File: config.mk
export PLATFORM = sky130hd
export DESIGN_NAME = key_round_controller_flat
export DESIGN_NICKNAME = d
export VERILOG_FILES = /design/src/rtl/aes_pkg.sv /design/src/rtl/key_round_controller_if.sv /design/src/rtl/aes_round_counter.sv /design/src/rtl/key_round_controller.sv /design/src/flat_wrapper.sv
export SDC_FILE = /design/constraint.sdc
export NUM_CORES = 1
export LEC_CHECK = 0
export CAP_MARGIN = 10
export CORE_MARGIN = 2
export CORE_UTILIZATION = 43
export CTS_CLUSTER_DIAMETER = 150
export DETAILED_ROUTE_END_ITERATION = 8
export PLACE_DENSITY = 0.91
export SLEW_MARGIN = 0
export SYNTH_ARGS = -nofsm -noshare
export SYNTH_HDL_FRONTEND = slang
export SYNTH_SLANG_ARGS = --single-unit
File: constraint.sdc
create_clock -name clk -period 4.17 [get_ports clk]
set_clock_uncertainty 0.05 [all_clocks]
set_input_delay 0.417 -clock clk [delete_from_list [all_inputs] [get_ports clk]]
set_output_delay 0.417 -clock clk [all_outputs]
set_load 0.01 [all_outputs]
File: src/rtl/aes_pkg.sv
// -----------------------------------------------------------------------------
// aes_pkg
// Shared constants and types for the AES key-schedule sequencing logic.
//   KEY_W            cipher key width
//   NUM_ROUNDS       number of AES rounds; round keys are indexed 0..NUM_ROUNDS
//   ROUND_IDX_W      width of a round-key index
//   key_ctrl_state_t sequencing controller states
// -----------------------------------------------------------------------------
package aes_pkg;

    localparam int KEY_W       = 128;
    localparam int NUM_ROUNDS  = 10;
    localparam int ROUND_IDX_W = 4;

    typedef enum logic [1:0] {
        ST_IDLE = 2'd0,
        ST_LOAD = 2'd1,
        ST_RUN  = 2'd2,
        ST_DONE = 2'd3
    } key_ctrl_state_t;

endpackage

File: src/rtl/key_round_controller_if.sv
// -----------------------------------------------------------------------------
// key_round_controller_if
// Bundles the request/acknowledge and key-schedule signals of the
// key_round_controller.
//   master : transfer-control / datapath side (drives start, decrypt, key_in,
//            dp_ready, abort; observes everything else)
//   slave  : the controller itself
// -----------------------------------------------------------------------------
interface key_round_controller_if;
    import aes_pkg::*;

    logic                   start;
    logic                   decrypt;
    logic [KEY_W-1:0]       key_in;
    logic                   dp_ready;
    logic                   abort;

    logic [KEY_W-1:0]       key_reg;
    logic [ROUND_IDX_W-1:0] key_sel;
    logic                   round_valid;
    logic                   first_round;
    logic                   last_round;
    logic                   busy;
    logic                   done;

    modport master (
        output start, decrypt, key_in, dp_ready, abort,
        input  key_reg, key_sel, round_valid, first_round, last_round, busy, done
    );

    modport slave (
        input  start, decrypt, key_in, dp_ready, abort,
        output key_reg, key_sel, round_valid, first_round, last_round, busy, done
    );

endinterface

File: src/rtl/aes_round_counter.sv
// -----------------------------------------------------------------------------
// aes_round_counter
// Loadable up/down round-key index counter with enable and terminal flag.
// The terminal value is MAX when counting up and 0 when counting down; the
// counter never steps past it, so the index cannot wrap.
//   clk, n_rst  clock, asynchronous active-low reset (count clears to 0)
//   load        load load_val (has priority over en)
//   load_val    value to load
//   en          step one position toward the terminal value
//   down        direction: 0 = up toward MAX, 1 = down toward 0
//   count       current index
//   term        count equals the terminal value for the current direction
// -----------------------------------------------------------------------------
module aes_round_counter #(
    parameter int MAX = 10,
    parameter int W   = 4
) (
    input  logic         clk,
    input  logic         n_rst,
    input  logic         load,
    input  logic [W-1:0] load_val,
    input  logic         en,
    input  logic         down,
    output logic [W-1:0] count,
    output logic         term
);

    assign term = down ? (count == '0) : (count == W'(MAX));

    // NOTE: sequential state uses non-blocking assignments so every flop
    // samples pre-edge values regardless of process ordering.
    always_ff @(posedge clk or negedge n_rst) begin
        if (!n_rst) begin
            count <= '0;
        end else if (load) begin
            count <= load_val;
        end else if (en && !term) begin
            count <= down ? count - W'(1) : count + W'(1);
        end
    end

endmodule

File: src/rtl/key_round_controller.sv
// -----------------------------------------------------------------------------
// key_round_controller
// Latches a cipher key on start, then walks the key scheduler's round-key
// select through every round key (forward for encryption, reverse for
// decryption), advancing one key per datapath acknowledge.
//   clk      system clock, rising edge
//   n_rst    asynchronous active-low reset
//   bus      key_round_controller_if.slave:
//              in : start, decrypt, key_in, dp_ready, abort
//              out: key_reg, key_sel, round_valid, first_round, last_round,
//                   busy, done
// All outputs are registers or decodes of registered state.
// -----------------------------------------------------------------------------
module key_round_controller
    import aes_pkg::*;
#(
    parameter int NUM_ROUNDS = aes_pkg::NUM_ROUNDS
) (
    input  logic                   clk,
    input  logic                   n_rst,
    key_round_controller_if.slave  bus
);

    localparam logic [ROUND_IDX_W-1:0] LAST_IDX = ROUND_IDX_W'(NUM_ROUNDS);

    key_ctrl_state_t        state;
    key_ctrl_state_t        state_next;
    logic [KEY_W-1:0]       key_q;
    logic                   mode_q;      // 1 = decrypt (reverse key order)
    logic [ROUND_IDX_W-1:0] sel;
    logic                   term;
    logic                   accept;
    logic                   step;
    logic [ROUND_IDX_W-1:0] start_idx;

    // start is only honoured in IDLE, and abort wins over it.
    assign accept = (state == ST_IDLE) && bus.start && !bus.abort;
    assign step   = (state == ST_RUN) && bus.dp_ready && !bus.abort;

    // Starting index of the latched mode, used to flag the initial key.
    assign start_idx = mode_q ? LAST_IDX : '0;

    aes_round_counter #(
        .MAX (NUM_ROUNDS),
        .W   (ROUND_IDX_W)
    ) u_round_counter (
        .clk      (clk),
        .n_rst    (n_rst),
        .load     (accept),
        .load_val (bus.decrypt ? LAST_IDX : '0),
        .en       (step),
        .down     (mode_q),
        .count    (sel),
        .term     (term)
    );

    always_ff @(posedge clk or negedge n_rst) begin
        if (!n_rst) begin
            state <= ST_IDLE;
        end else begin
            state <= state_next;
        end
    end

    always_ff @(posedge clk or negedge n_rst) begin
        if (!n_rst) begin
            key_q  <= '0;
            mode_q <= 1'b0;
        end else if (accept) begin
            key_q  <= bus.key_in;
            mode_q <= bus.decrypt;
        end
    end

    // NOTE: next-state gets a default before the case so no path leaves it
    // unassigned, which would otherwise infer a latch.
    always_comb begin
        state_next = state;
        unique case (state)
            ST_IDLE: if (accept) state_next = ST_LOAD;
            ST_LOAD: state_next = bus.abort ? ST_IDLE : ST_RUN;
            ST_RUN: begin
                if (bus.abort) begin
                    state_next = ST_IDLE;
                end else if (bus.dp_ready && term) begin
                    state_next = ST_DONE;
                end
            end
            ST_DONE: state_next = ST_IDLE;
            default: state_next = ST_IDLE;
        endcase
    end

    assign bus.key_reg     = key_q;
    assign bus.key_sel     = sel;
    assign bus.round_valid = (state == ST_RUN);
    assign bus.first_round = (state == ST_RUN) && (sel == start_idx);
    assign bus.last_round  = (state == ST_RUN) && term;
    assign bus.busy        = (state != ST_IDLE);
    assign bus.done        = (state == ST_DONE);

endmodule
File: src/flat_wrapper.sv
// flat-port wrapper written by rule: the top's interface ports become plain ports
module key_round_controller_flat import aes_pkg::*;
#(
    parameter int NUM_ROUNDS = aes_pkg::NUM_ROUNDS
)
  (clk, n_rst, bus_start, bus_decrypt, bus_key_in, bus_dp_ready, bus_abort, bus_key_reg, bus_key_sel, bus_round_valid, bus_first_round, bus_last_round, bus_busy, bus_done);
  key_round_controller_if bus_i ();
  input  logic clk;
  input  logic n_rst;
  input wire logic [$bits(bus_i.start)-1:0] bus_start;
  input wire logic [$bits(bus_i.decrypt)-1:0] bus_decrypt;
  input wire logic [$bits(bus_i.key_in)-1:0] bus_key_in;
  input wire logic [$bits(bus_i.dp_ready)-1:0] bus_dp_ready;
  input wire logic [$bits(bus_i.abort)-1:0] bus_abort;
  output wire logic [$bits(bus_i.key_reg)-1:0] bus_key_reg;
  output wire logic [$bits(bus_i.key_sel)-1:0] bus_key_sel;
  output wire logic [$bits(bus_i.round_valid)-1:0] bus_round_valid;
  output wire logic [$bits(bus_i.first_round)-1:0] bus_first_round;
  output wire logic [$bits(bus_i.last_round)-1:0] bus_last_round;
  output wire logic [$bits(bus_i.busy)-1:0] bus_busy;
  output wire logic [$bits(bus_i.done)-1:0] bus_done;
  assign bus_i.start = bus_start;
  assign bus_i.decrypt = bus_decrypt;
  assign bus_i.key_in = bus_key_in;
  assign bus_i.dp_ready = bus_dp_ready;
  assign bus_i.abort = bus_abort;
  assign bus_key_reg = bus_i.key_reg;
  assign bus_key_sel = bus_i.key_sel;
  assign bus_round_valid = bus_i.round_valid;
  assign bus_first_round = bus_i.first_round;
  assign bus_last_round = bus_i.last_round;
  assign bus_busy = bus_i.busy;
  assign bus_done = bus_i.done;
  key_round_controller #(.NUM_ROUNDS(NUM_ROUNDS)) u_core (.clk(clk), .n_rst(n_rst), .bus(bus_i));
endmodule
==> impl_metrics.json <==
{
  "status": "finished clean",
  "maxCapViolations": 0,
  "synth_area_um2": 5390,
  "wl_met3_mm": 1.22,
  "crit_fanout": 6,
  "seq_area_frac_synth_pct": 62.7,
  "drive_above_1_share_pct": 4.46,
  "dpl_worst_slack_ps": 1830,
  "htreeDepth": 4,
  "synthTopCellsByArea": "dfrtp_1 (63%), nand2_1 (27%), buf_6 (2.7%)",
  "cts_buffers": 17,
  "dpl_cell_area_um2": 8120,
  "ff_latch_area_um2": 3380,
  "grt_max_degree": 78,
  "overflow": 0,
  "dr.max_layer_used": "met4",
  "synth_fp_nets": 734,
  "synth-edff-count": 0,
  "synth_top_area_cell": "dfrtp_1",
  "n_antenna_cell": 0,
  "synth_top_cell_area_share_pct": 62.7,
  "core_area_um2": 12100,
  "rsz0062_at_grt": "false",
  "hpwl_mm": 10.3,
  "first_pass_iters": 5,
  "routedWlPerCell_um": 14.5,
  "layout_setup_ws_ps": 1430,
  "final_cell_mix": "nand2_1 (387), clkdlybuf4s50_1 (269), dfrtp_1 (135), clkbuf_16 (17), a21oi_1 (6)",
  "insertion_delay_ps": 400,
  "slew_headroom_pct": 50.7,
  "rows": 40,
  "chipHeight_um": 116,
  "period_needed_ps": 2740,
  "worstPathArrival_ps": 2270,
  "yosysWarnings": 0,
  "worstHoldPathType": "reg -> reg",
  "clkSlewWorstSetupHoldPaths_ps": 60,
  "syn_to_final_growth_pct": 62.1,
  "antenna_found_initial": 0,
  "layout.nets": 1000,
  "grt_first_pass_wirelength_mm": 24.0,
  "path_class": "reg -> out",
  "post-route-period-util_pct": 65.7,
  "p_per_area_nw_per_um2": 512,
  "final_common_cell": "nand2_1",
  "setup-tns-final_ps": 0,
  "cts-root-buf": "clkbuf_16",
  "required_ps": 3700,
  "setup_viol": 0,
  "wl_mm": 15.2,
  "clock.fmax_ghz": 0.365,
  "worstSetupStartpointType": "register",
  "wl_met2_mm": 7.49,
  "worstSetupEndpointType": "primary output",
  "gp_congestion": 0.783,
  "p_leak_nw": 4.25,
  "fp.dieArea_um2": 13400,
  "drc": 0,
  "port_buffers": 270,
  "largest_register_ffs": 128,
  "die_width_um": 116,
  "cts_tree": "done",
  "rrSetupSlack_ps": 2060,
  "synthDistinctLibCells": 28,
  "ys_seq_elements": 135,
  "cts_sinks": 135,
  "grt_pass1_vias": 4945,
  "drt-met1-wl_mm": 6.02,
  "syn_inst": 596,
  "slew_violations": 0,
  "ys_async_sr_fraction_pct": 100,
  "finalHoldViolCount": 0,
  "synth_area_per_cell_um2": 9.04,
  "tightest_slew_ps": 740,
  "vias_per_cell": 4.68,
  "drt_iter0_drc": 378,
  "clockBufferDepth": 2,
  "final_antenna_net_count": 0,
  "io_pins": 271,
  "initial_core_util_pct": 44.5,
  "grt_use_total_pct": 23.2,
  "vias": 4877,
  "multi_input_area_um2": 1750,
  "final_area_um2": 8730,
  "synth-main-ff-cell": "dfrtp_1",
  "fill_cells": 841,
  "ir_drop_mv": 0.274
}
## final timing paths
| kind | cells past startpoint | end | from |
|---|---|---|---|
| max | 4 | bus_last_round | u_core.mode_q |
| min | 2 | u_core.bus.key_reg[46] | u_core.bus.key_reg[46] |
| max reg2reg | 5 | u_core.bus.key_reg[69] | u_core.state[1] |
| min reg2reg | 2 | u_core.bus.key_reg[46] | u_core.bus.key_reg[46] |
| max in group asynchronous | 3 | u_core.bus.key_reg[59] | n_rst |
| min in group asynchronous | 2 | u_core.bus.key_reg[95] | n_rst |
## area by class of cell
cell class	instances	share of cell area, %
clock buffer	20	5.23
clock inverter	12	1.73
inverter	5	0.215
multi-input combinational	427	20.1
sequential	135	38.7
tap	168	2.41
timing repair buffer	276	31.6
## worst max-delay path, cell delays in order, from the launching register on
cell and delay (ps):
dfrtp_1 450, and3b_1 220, o21ai_0 580, nor2_1 90, clkdlybuf4s50_1 530
## per-layer routing
metal / global-route usage (%) / vias to the layer above
met4: 10.8 / 0
met1: 27.4 / 2270
met5: 0 / -
met2: 38.4 / 226
met3: 7.95 / 34
li1: - / 2347
## synthesized netlist by cell type (2+ instances only)
master	instances
nand2_1	387
dfrtp_1	135
buf_6	13
buf_2	8
buf_4	7
a21oi_1	6
inv_1	5
ha_1	3
nand2b_1	3
nand3_1	3
nor2_1	3
nor3b_1	3
o21ai_0	3
and3_1	2
nor4b_1	2
## kinds of logic after synthesis
logic type | synth area share (%)
AO/OA/AOI/OAI | 1.49
XOR/XNOR | 0.325
adder cells (fa/ha/maj) | 1.07
buffers and inverters | 4.85
flip-flops | 62.7
AND/OR/NAND/NOR | 29.6
## metrics by stage
stage          hold slack, ps  power [mW]  util [%]  std cells
5_1_grt                   445        4.71      72.1       1043
4_1_cts                   425        4.51      72.1       1043
6_report                  420        4.47      72.1       1043
3_3_place_gp              406        2.93      67.0       1010
3_5_place_dp              411        2.97      67.0       1010
2_1_floorplan            71.4        2.19         -        596
## what timing repair did
action,in CTS,in global routing
resized for setup,0,0
setup buffers,0,0
endpoints found under the hold margin,7,0
hold buffers,1,0
## power by group
group | internal [mW] | total [mW] | switching, mW
sequential | 1.58 | 1.73 | 0.159
clock | 0.969 | 1.52 | 0.548
combinational | 0.688 | 1.22 | 0.533
No activity file was read; power rests on OpenSTA's default activity.
